==> src/rtl/helio_pkg.sv <==
// Shared definitions for the lamp PWM generator and the PWM capture block.
// Holds the default counter width, duty scale and capture FSM encodings.
package helio_pkg;

  localparam int CNT_W_DEFAULT = 28;
  localparam int DUTY_MAX      = 100;
  localparam int DUTY_W        = 7;

  typedef enum logic [1:0] {
    IDLE = 2'd0,
    HIGH = 2'd1,
    LOW  = 2'd2
  } cap_state_e;

endpackage

==> src/rtl/pwm_div_serial.sv <==
// Serial restoring divider producing one quotient bit per cycle.
// Only the low DUTY_W quotient bits are kept since the caller guarantees a quotient <= 100.
module pwm_div_serial
  import helio_pkg::*;
#(
  parameter int CNT_W  = CNT_W_DEFAULT,
  parameter int PROD_W = CNT_W + 7
) (
  input  logic              clk,
  input  logic              rst_n,
  input  logic              start,
  input  logic [PROD_W-1:0] dividend,
  input  logic [CNT_W-1:0]  divisor,
  output logic              busy,
  output logic              done,
  output logic [DUTY_W-1:0] quotient
);

  localparam int STEP_W = $clog2(PROD_W);

  logic [STEP_W-1:0] step_q;
  logic [CNT_W-1:0]  rem_q;
  logic [CNT_W-1:0]  dvs_q;
  logic [PROD_W-1:0] dvd_q;
  logic [DUTY_W-2:0] quo_q;
  logic [CNT_W:0]    shifted;
  logic [CNT_W-1:0]  rem_trial;
  logic [CNT_W-1:0]  rem_next;
  logic              fits;

  // The shifted-out remainder MSB means the partial remainder already exceeds any divisor,
  // and the modulo subtraction still lands on the correct (smaller than divisor) value.
  always_comb begin
    shifted   = {rem_q, dvd_q[PROD_W-1]};
    rem_trial = shifted[CNT_W-1:0] - dvs_q;
    fits      = shifted[CNT_W] | (shifted[CNT_W-1:0] >= dvs_q);
    rem_next  = fits ? rem_trial : shifted[CNT_W-1:0];
  end

  // done marks the final step; the quotient is taken combinationally in that cycle.
  assign done     = busy && (step_q == STEP_W'(PROD_W - 1));
  assign quotient = {quo_q, fits};

  always_ff @(posedge clk or negedge rst_n) begin
    if (!rst_n) begin
      busy   <= 1'b0;
      step_q <= '0;
      rem_q  <= '0;
      dvs_q  <= '0;
      dvd_q  <= '0;
      quo_q  <= '0;
    end else if (start && (!busy || done)) begin
      busy   <= 1'b1;
      step_q <= '0;
      rem_q  <= '0;
      dvs_q  <= divisor;
      dvd_q  <= dividend;
      quo_q  <= '0;
    end else if (busy) begin
      rem_q  <= rem_next;
      dvd_q  <= {dvd_q[PROD_W-2:0], 1'b0};
      quo_q  <= {quo_q[DUTY_W-3:0], fits};
      step_q <= step_q + STEP_W'(1);
      if (done) begin
        busy <= 1'b0;
      end
    end
  end

endmodule

==> src/rtl/pwm_capture.sv <==
// PWM capture: synchronizes an asynchronous PWM pin and reports high time, period and duty.
// A level watchdog reports 0 % / 100 % when the pin stops toggling.
module pwm_capture
  import helio_pkg::*;
#(
  parameter int CNT_W       = CNT_W_DEFAULT,
  parameter int TIMEOUT     = 1_000_000,
  parameter int SYNC_STAGES = 2
) (
  input  logic              sys_clk,
  input  logic              sys_rst_n,
  input  logic              pwm_in,
  output logic [CNT_W-1:0]  high_cycles,
  output logic [CNT_W-1:0]  period_cycles,
  output logic [DUTY_W-1:0] duty_pct,
  output logic              meas_valid,
  output logic              stuck,
  output logic              overrun
);

  localparam int PROD_W = CNT_W + 7;

  logic [SYNC_STAGES-1:0] sync_q;
  logic                   pin_s;
  logic                   pin_prev;
  logic                   rise;
  logic                   fall;

  always_ff @(posedge sys_clk or negedge sys_rst_n) begin
    if (!sys_rst_n) begin
      sync_q   <= '0;
      pin_prev <= 1'b0;
    end else begin
      sync_q   <= {sync_q[SYNC_STAGES-2:0], pwm_in};
      pin_prev <= pin_s;
    end
  end

  assign pin_s = sync_q[SYNC_STAGES-1];
  assign rise  = pin_s & ~pin_prev;
  assign fall  = ~pin_s & pin_prev;

  logic [CNT_W-1:0] wd_q;
  logic             timeout;

  assign timeout = (wd_q == CNT_W'(TIMEOUT - 1));

  always_ff @(posedge sys_clk or negedge sys_rst_n) begin
    if (!sys_rst_n) begin
      wd_q <= '0;
    end else if (timeout || rise || fall) begin
      wd_q <= '0;
    end else begin
      wd_q <= wd_q + CNT_W'(1);
    end
  end

  cap_state_e state_q;
  cap_state_e state_d;

  always_ff @(posedge sys_clk or negedge sys_rst_n) begin
    if (!sys_rst_n) begin
      state_q <= IDLE;
    end else begin
      state_q <= state_d;
    end
  end

  always_comb begin
    state_d = state_q;
    if (timeout) begin
      state_d = IDLE;
    end else begin
      case (state_q)
        IDLE:    if (rise) state_d = HIGH;
        HIGH:    if (fall) state_d = LOW;
        LOW:     if (rise) state_d = HIGH;
        default: state_d = IDLE;
      endcase
    end
  end

  logic load_cnt;
  logic inc_high;
  logic inc_period;
  logic close_period;

  // The falling-edge cycle already belongs to the low phase, so it only advances the period.
  always_comb begin
    load_cnt     = 1'b0;
    inc_high     = 1'b0;
    inc_period   = 1'b0;
    close_period = 1'b0;
    if (!timeout) begin
      case (state_q)
        IDLE: begin
          load_cnt = rise;
        end
        HIGH: begin
          inc_period = 1'b1;
          inc_high   = ~fall;
        end
        LOW: begin
          if (rise) begin
            close_period = 1'b1;
            load_cnt     = 1'b1;
          end else begin
            inc_period = 1'b1;
          end
        end
        default: ;
      endcase
    end
  end

  logic [CNT_W-1:0] high_cnt;
  logic [CNT_W-1:0] period_cnt;

  always_ff @(posedge sys_clk or negedge sys_rst_n) begin
    if (!sys_rst_n) begin
      high_cnt   <= '0;
      period_cnt <= '0;
    end else if (load_cnt) begin
      high_cnt   <= CNT_W'(1);
      period_cnt <= CNT_W'(1);
    end else begin
      if (inc_high && (high_cnt != '1)) begin
        high_cnt <= high_cnt + CNT_W'(1);
      end
      if (inc_period && (period_cnt != '1)) begin
        period_cnt <= period_cnt + CNT_W'(1);
      end
    end
  end

  logic              div_busy;
  logic              div_done;
  logic              div_start;
  logic              div_overrun;
  logic [DUTY_W-1:0] div_quotient;
  logic [PROD_W-1:0] div_dividend;

  // A divider finishing in the same cycle frees it for the period that is closing now.
  assign div_start    = close_period && (!div_busy || div_done);
  assign div_overrun  = close_period && div_busy && !div_done;
  assign div_dividend = PROD_W'(high_cnt) * PROD_W'(DUTY_MAX);

  pwm_div_serial #(
    .CNT_W  (CNT_W),
    .PROD_W (PROD_W)
  ) u_div (
    .clk      (sys_clk),
    .rst_n    (sys_rst_n),
    .start    (div_start),
    .dividend (div_dividend),
    .divisor  (period_cnt),
    .busy     (div_busy),
    .done     (div_done),
    .quotient (div_quotient)
  );

  logic [CNT_W-1:0] pend_high;
  logic [CNT_W-1:0] pend_period;
  logic             discard_q;
  logic             use_result;

  assign use_result = div_done && !discard_q && !timeout;

  // A timeout invalidates whatever the divider is still working on.
  always_ff @(posedge sys_clk or negedge sys_rst_n) begin
    if (!sys_rst_n) begin
      pend_high   <= '0;
      pend_period <= '0;
      discard_q   <= 1'b0;
    end else begin
      if (div_start) begin
        pend_high   <= high_cnt;
        pend_period <= period_cnt;
      end
      if (timeout) begin
        discard_q <= div_busy && !div_done;
      end else if (div_start || div_done) begin
        discard_q <= 1'b0;
      end
    end
  end

  always_ff @(posedge sys_clk or negedge sys_rst_n) begin
    if (!sys_rst_n) begin
      high_cycles   <= '0;
      period_cycles <= '0;
      duty_pct      <= '0;
      meas_valid    <= 1'b0;
      stuck         <= 1'b0;
      overrun       <= 1'b0;
    end else begin
      overrun    <= div_overrun;
      meas_valid <= 1'b0;
      if (timeout) begin
        high_cycles   <= '0;
        period_cycles <= '0;
        duty_pct      <= pin_s ? DUTY_W'(DUTY_MAX) : '0;
        stuck         <= 1'b1;
        meas_valid    <= 1'b1;
      end else if (use_result) begin
        high_cycles   <= pend_high;
        period_cycles <= pend_period;
        duty_pct      <= div_quotient;
        stuck         <= 1'b0;
        meas_valid    <= 1'b1;
      end
    end
  end

endmodule

==> config.mk <==
export PLATFORM = sky130hd
export DESIGN_NAME = pwm_capture
export DESIGN_NICKNAME = d
export VERILOG_FILES = /design/src/rtl/helio_pkg.sv /design/src/rtl/pwm_div_serial.sv /design/src/rtl/pwm_capture.sv
export SDC_FILE = /design/constraint.sdc
export NUM_CORES = 1
export LEC_CHECK = 0
export CAP_MARGIN = 40
export CORE_MARGIN = 3
export CORE_UTILIZATION = 35
export DETAILED_ROUTE_END_ITERATION = 10
export GPL_ROUTABILITY_DRIVEN = 0
export PLACE_DENSITY = 0.59
export SLEW_MARGIN = 40
export SYNTH_ARGS = -nofsm -noshare
export SYNTH_HDL_FRONTEND = slang
export SYNTH_SLANG_ARGS = --single-unit
==> constraint.sdc <==
create_clock -name sys_clk -period 7.2 [get_ports sys_clk]
set_clock_uncertainty 0.15 [all_clocks]
set_input_delay 1.44 -clock sys_clk [delete_from_list [all_inputs] [get_ports sys_clk]]
set_output_delay 1.44 -clock sys_clk [all_outputs]
set_load 0.01 [all_outputs]
==> results of run 1 <==
-- placed cells by master, fill, tap and decap left out, types with 8 or more instances in the layout --
| master | synthesis | layout |
|---|---|---|
| or3_1 | 13 | 13 |
| ha_1 | 126 | 126 |
| mux2i_1 | 72 | 72 |
| a211oi_1 | 11 | 11 |
| clkbuf_16 | 0 | 37 |
| nand2b_1 | 13 | 13 |
| clkdlybuf4s50_1 | 0 | 67 |
| o21a_1 | 11 | 11 |
| o21ai_1 | 12 | 12 |
| dfrtp_1 | 286 | 286 |
| o22ai_1 | 18 | 18 |
| a21o_1 | 37 | 37 |
| xor2_1 | 56 | 56 |
| nand2_1 | 177 | 176 |
| a31oi_1 | 10 | 10 |
| o21ai_0 | 112 | 112 |
| nand3_1 | 45 | 44 |
| nand4_1 | 22 | 22 |
| inv_1 | 156 | 156 |
| and4_1 | 9 | 9 |
| nor2_1 | 225 | 225 |
| nor3_1 | 11 | 10 |
| a21oi_1 | 90 | 89 |
| fa_1 | 24 | 24 |
| xnor2_1 | 66 | 66 |
| buf_4 | 3 | 8 |
| and3_1 | 18 | 18 |
-- cell type report --
| cell class | instances | share of cell area |
|---|---|---|
| clock buffers | 48 | 0.05289 |
| clock inverters | 12 | 0.008782 |
| inverters | 156 | 0.03045 |
| multi-input cells | 1282 | 0.4536 |
| flip-flops and latches | 286 | 0.3721 |
| well taps | 607 | 0.03949 |
| repair buffers | 82 | 0.04274 |
-- worst paths after layout --
path | slack, ps | end | from
setup / recovery | 2920 | u_div.dvd_q[32] | high_cnt[3]
min in group asynchronous | 780 | period_cycles[3] | sys_rst_n
hold reg to reg | 240 | sync_q[1] | sync_q[0]
max in group asynchronous | 4960 | high_cnt[19] | sys_rst_n
setup reg to reg | 2920 | u_div.dvd_q[32] | high_cnt[3]
hold / removal | 240 | sync_q[1] | sync_q[0]
-- worst reg2reg max path, stage by stage, from the launching register on --
cell and delay, ps:
dfrtp_1 440, ha_1 320, ha_1 310, fa_1 460, ha_1 360, a21o_1 210
a21oi_2 190, o21ai_0 130, a31o_2 290, o211ai_1 230, a211o_1 190, nand2_1 80
a221oi_1 320, mux2_2 380, o21ai_0 130
-- through the flow --
stage | cell area, um2 | hold slack [ps] | setup slack (ps)
2_1_floorplan | 16750 | 181.2 | 3290
4_1_cts | 19210 | 242.6 | 2929
3_5_place_dp | 18030 | 226.1 | 2954
3_3_place_gp | 18000 | 232.2 | 3047
5_1_grt | 19230 | 248.0 | 2629
6_report | 19230 | 236.9 | 2915
-- per-layer routing --
layer | vias to the layer above | track usage | wire [um]
met2 | 179 | 0.2520 | 17680
met4 | 0 | 0.03383 | 611
met5 | - | 0 | 0
li1 | 6183 | - | -
met1 | 6000 | 0.2165 | 18710
met3 | 41 | 0.02780 | 1429
-- report_power, final --
| group | switching [mW] | leakage (nW) | internal [mW] |
|---|---|---|---|
| Combinational | 1.16 | 5.18 | 0.857 |
| Sequential | 0.223 | 3.81 | 1.89 |
| Clock | 0.683 | 0.579 | 1.13 |
| Total | 2.06 | 9.57 | 3.87 |
-- sequential cells by signal (all words and copies together), names as in the netlist, 2 cells and up --
signal and count:
u_div.dvd_q 33, high_cnt 28, high_cycles 28, pend_high 28
pend_period 28, period_cnt 28, period_cycles 28, u_div.rem_q 28
wd_q 28, duty_pct 7, u_div.quo_q 6, u_div.step_q 6
state_q 2, sync_q 2
-- kinds of logic (layout without fill, tap and decap cells) --
logic type               after synthesis  count (layout)
adder cells (fa/ha/maj)              150             150
XOR/XNOR                             122             122
AO/OA/AOI/OAI                        357             357
AND/OR/NAND/NOR                      580             580
flip-flops                           286             286
multiplexers                          73              73
buffers and inverters                228             298
==> flow_metrics.py, run 1 <==
metrics = {
    "cells_and_area": {
        "fillerInstances": 4615,
        "utilization": 0.4096,
        "seq_area_um2": 7157,
        "final_layout_size_suffix_gt1_frac": 0.05252,
        "diodes": 0,
        "area_delta_synth_final_pct": 14.81,
        "layoutNonFillerInstCount": 2473,
        "fin_nets": 1995,
        "multi_input_area_um2": 8723,
    },
    "routing": {
        "postRouteAntennaNets": 0,
        "dr.pass1.iters": 5,
        "drc": 0,
        "finalWirelength_mm": 38.43,
        "wire_per_inst_um": 15.54,
        "drt_iter0_markers": 705,
        "vias": 12400,
        "vias_per_cell": 5.015,
    },
    "floorplan": {
        "dieArea_um2": 50520,
        "num_io_pins": 69,
        "initial_utilization": 0.3568,
        "fp.dieH_um": 224.8,
        "core-area_um2": 46950,
        "row_count": 79,
        "die_width_um": 224.8,
    },
    "synth": {
        "synth_fa_ha_area_frac": 0.1228,
        "synth_area_leaders": "dfrtp_1 43%, ha_1 9.4%, nor2_1 5.0%, mux2i_1 4.3%, nand2_1 4.0%",
        "synth_top_family_by_area": "simple AND/OR/NAND/NOR gates",
        "synth_warnings": 0,
        "synthCells": 1796,
        "synth_top_area_share": 0.4272,
        "post-synth-top-count-cell": "dfrtp_1",
        "ys_types": 71,
        "yosysSeqAreaShare": 0.4272,
        "yosysTopAreaCell": "dfrtp_1",
        "syn_avg_cell_area_um2": 9.328,
        "synth-simple-area-share": 0.1579,
        "yosys-mux-area-fraction": 0.04369,
        "ys.flop_type": "dfrtp_1",
        "synth-xor-area-share": 0.06378,
        "synth-compound-area-share": 0.1300,
        "synth_edf_count": 0,
        "postSynth.asyncResetShare": 1.000,
        "syn_area_um2": 16750,
        "synth_seq_cells": 286,
        "netlist_top_cells_count": "286 x dfrtp_1, 225 x nor2_1, 177 x nand2_1, 156 x inv_1, 126 x ha_1",
        "syn-num-nets": 1949,
    },
    "grt": {
        "grt_pass1_vias": 12550,
        "grt_usage": 0.1547,
        "grt_first_pass_wirelength_mm": 64.78,
        "grt_overflow": 0,
        "antenna_found_initial": 0,
        "grt_max_degree": 131,
    },
    "min_path": {
        "min_path_cells": 0,
        "hold_class": "flip-flop to flip-flop",
    },
    "timing": {
        "min_period_ps": 4285,
        "drv_slew": 0,
        "setup-tns-final_ps": 0,
        "fmaxAchievable_mhz": 233.4,
        "rsz0062_at_grt": "no",
        "max_slew_margin": 0.5149,
        "worst_slew_pin_slew_ps": 727.6,
        "setup_viol": 0,
        "final_hold_viol_count": 0,
        "layout_worst_path_cycle_share": 0.5951,
    },
    "place": {
        "dp_hpwl_mm": 26.56,
        "portBuffers": 68,
        "dp_cells": 2412,
    },
    "run_status": {
        "status": "complete, no violations",
    },
    "critical_path": {
        "cp-start-kind": "flip-flop",
        "path_max_fanout": 5,
        "worstPathRequired_ps": 7500,
        "slowest_delay_ps": 460,
        "criticalPathCategory": "flip-flop to flip-flop",
        "arrival_ps": 4590,
        "worst-path-buf-inv": 0,
        "cp.depth": 14,
        "cpMostUsedCell": "ha_1",
        "reg2reg_depth": 14,
        "crit_path_top_delay_cell": "fa_1",
        "endpoint_kind": "flip-flop",
        "cp_top_family": "compound AO/OA/AOI/OAI gates",
        "path_cells": "ha_1 -> ha_1 -> fa_1 -> ha_1 -> a21o_1 -> a21oi_2 -> o21ai_0 -> a31o_2 -> o211ai_1 -> a211o_1 -> nand2_1 -> a221oi_1 -> mux2_2 -> o21ai_0",
    },
    "power": {
        "cellPowerDensity_nw_per_um2": 308.7,
        "ir_worst_vdd_v": 0.0001419,
        "finalPower_mw": 5.937,
        "p_leak_nw": 9.570,
    },
    "clocking": {
        "cts_buffers": 34,
        "cts_buffer_depth": 3,
        "cts_sinks": 286,
        "clkTransAtPathRegs_ps": 60,
        "cts_hold_buf": 0,
        "postCtsSetupRepairBufs": 0,
        "clk_latency_ps": 540,
        "htree_levels": 2,
        "ctsResizeCount": 0,
        "cts_tree": "done",
        "cts-root-buf": "clkbuf_16",
    },
    "job": {
        "max-cap-violations": 0,
    },
}
(Power assumes the default switching activity.)
==> inputs of run 2 (changes only) <==
Settings changed: PLACE_DENSITY 0.59 to 0.61.
Clock period 7.2 ns to 3.5 ns, I/O delays scaled along.
==> run 2 against run 1 <==
Effect of this change:
- the flow now finishes with violations (negative setup slack)
- first-iteration DRC count fell by 0.43%
- global-route usage rose by 0.60 points
- register-to-register slack got worse by 3100 ps
- critical path depth rose by 1
- utilization rose by 3.0 points
- maximum frequency rose by 15%
- highest routed layer unchanged
==> flow_metrics.py, run 2 (synthesis results as in run 1) <==
metrics = {
    "routing": {
        "finalWirelength_mm": 40.46,
        "wire_per_inst_um": 15.73,
        "drt_iter0_markers": 702,
        "vias": 12970,
        "dr.pass1.iters": 5,
        "vias_per_cell": 5.041,
        "drc": 0,
        "postRouteAntennaNets": 0,
    },
    "power": {
        "ir_worst_vdd_v": 0.0002947,
        "p_leak_nw": 10.03,
        "cellPowerDensity_nw_per_um2": 604.2,
    },
    "critical_path": {
        "criticalPathCategory": "flip-flop to flip-flop",
        "path_max_fanout": 3,
        "rr_startpoint": "high_cnt[8]",
        "worstPathRequired_ps": 3800,
        "cp-start-kind": "flip-flop",
        "arrival_ps": 4030,
        "critPathLaunch": "high_cnt[8]",
        "reg2reg_depth": 15,
        "endpoint_kind": "flip-flop",
    },
    "grt": {
        "grt_overflow": 0,
        "met3_usage": 0.02441,
        "top_usage_layer": "met2",
        "grt_max_degree": 71,
        "use_met1": 0.2224,
        "grt_pass1_vias": 13270,
        "grt_usage": 0.1607,
        "grt_first_pass_wirelength_mm": 67.37,
        "antenna_found_initial": 0,
        "grt_use_met2": 0.2634,
    },
    "run_status": {
        "status": "finished with violations",
        "violations": "negative setup slack",
    },
    "floorplan": {
        "row_count": 79,
        "num_io_pins": 69,
        "fp.dieH_um": 224.8,
        "initial_utilization": 0.3568,
        "die_width_um": 224.8,
        "dieArea_um2": 50520,
        "core-area_um2": 46950,
    },
    "place": {
        "place_ws_ps": -394.9,
        "portBuffers": 68,
        "dp_hpwl_mm": 28.35,
    },
    "timing": {
        "max_slew_margin": 0.5501,
        "fmaxAchievable_mhz": 268.1,
        "worst_slew_pin_slew_ps": 674.9,
        "rsz0062_at_grt": "yes",
        "setup_viol": 8,
        "hold_slack_ps": 219.4,
        "final_hold_viol_count": 0,
        "min_period_ps": 3730,
        "fin_ws_ps": -230.4,
        "layout_worst_path_cycle_share": 1.066,
        "drv_slew": 0,
    },
    "clocking": {
        "cts_sinks": 286,
        "cts_buffers": 34,
        "cts-root-buf": "clkbuf_16",
        "cts_buffer_depth": 3,
        "cts_tree": "done",
        "clkTransAtPathRegs_ps": 60,
        "htree_levels": 2,
        "clk_latency_ps": 540,
    },
    "cells_and_area": {
        "largest_reg_flops": 33,
        "diodes": 0,
        "final_common_cell": "dfrtp_1",
        "fin_nets": 2094,
        "area_delta_synth_final_pct": 23.09,
        "regMostFlops": "u_div.dvd_q",
        "final_layout_size_suffix_gt1_frac": 0.1480,
        "final_cell_mix": "277 x dfrtp_1, 222 x nor2_1, 175 x nand2_1",
    },
    "job": {
        "max-cap-violations": 0,
    },
    "min_path": {
        "min_path_cells": 0,
        "worstHoldStart": "sync_q[0]",
        "hold_class": "flip-flop to flip-flop",
    },
}
run 2: repair_timing:
item                                   in CTS  in global routing
pin swaps                                  45                 56
gates resized for setup                    41                 60
hold buffers                                1                  0
endpoints found under the hold margin      54                  0
buffers inserted                            6                  8
setup endpoints to repair                  19                 23
run 2: area by class of cell:
| type | count | area [um2] |
|---|---|---|
| clock buffers | 48 | 1015 |
| multi-input cells | 1282 | 9329 |
| fillers | 4466 | 26330 |
| flip-flops and latches | 286 | 7168 |
| repair buffers | 181 | 1612 |
| well taps | 607 | 759.5 |
| inverters | 156 | 585.6 |
| clock inverters | 13 | 151.4 |
run 2: report_power, final:
part	internal, mW	switching, mW
Combinational	1.95	2.45
Clock	2.25	1.46
Sequential	3.88	0.471
run 2: critical path, cell delays in order (launching register included):
cell and delay, ps:
dfrtp_2 450, ha_4 260, ha_4 250, inv_2 30, fa_1 490, inv_2 50, ha_4 220, a211oi_2 240
o21ai_2 90, a31o_2 230, o211ai_1 220, a211o_1 200, nand2_2 90, a221oi_4 240, mux2_4 330, o21ai_2 100
run 2: per-layer routing:
layer  part of all wire  up-vias  wire length [um]
li1                   -     6380                 -
met2               0.46      204             18760
met1               0.48     6326             19490
met4              0.021        0               833
met3              0.034       60              1382
met5                  0        -                 0
run 2: worst paths after layout:
check                      slack [ps]               end
max                              -230   u_div.dvd_q[32]
min                               220         sync_q[1]
max reg2reg                      -230   u_div.dvd_q[32]
min reg2reg                       220         sync_q[1]
max in group asynchronous        1860   u_div.dvd_q[25]
min in group asynchronous         560  period_cycles[7]
run 2: stage by stage:
step / area, um2 / power [mW] / util / cells / TNS, ps
after CTS: 20240 / 12.51 / 0.4311 / 2566 / -1495
after global routing: 20620 / 13.31 / 0.4392 / 2573 / -3093
after detailed placement: 18840 / 8.680 / 0.4013 / 2499 / -3983
final: 20620 / 12.46 / 0.4392 / 2573 / -860.2
after floorplan: 16880 / 7.543 / - / 1796 / -336.2
after global placement: 18840 / 8.558 / 0.4013 / 2499 / -2778
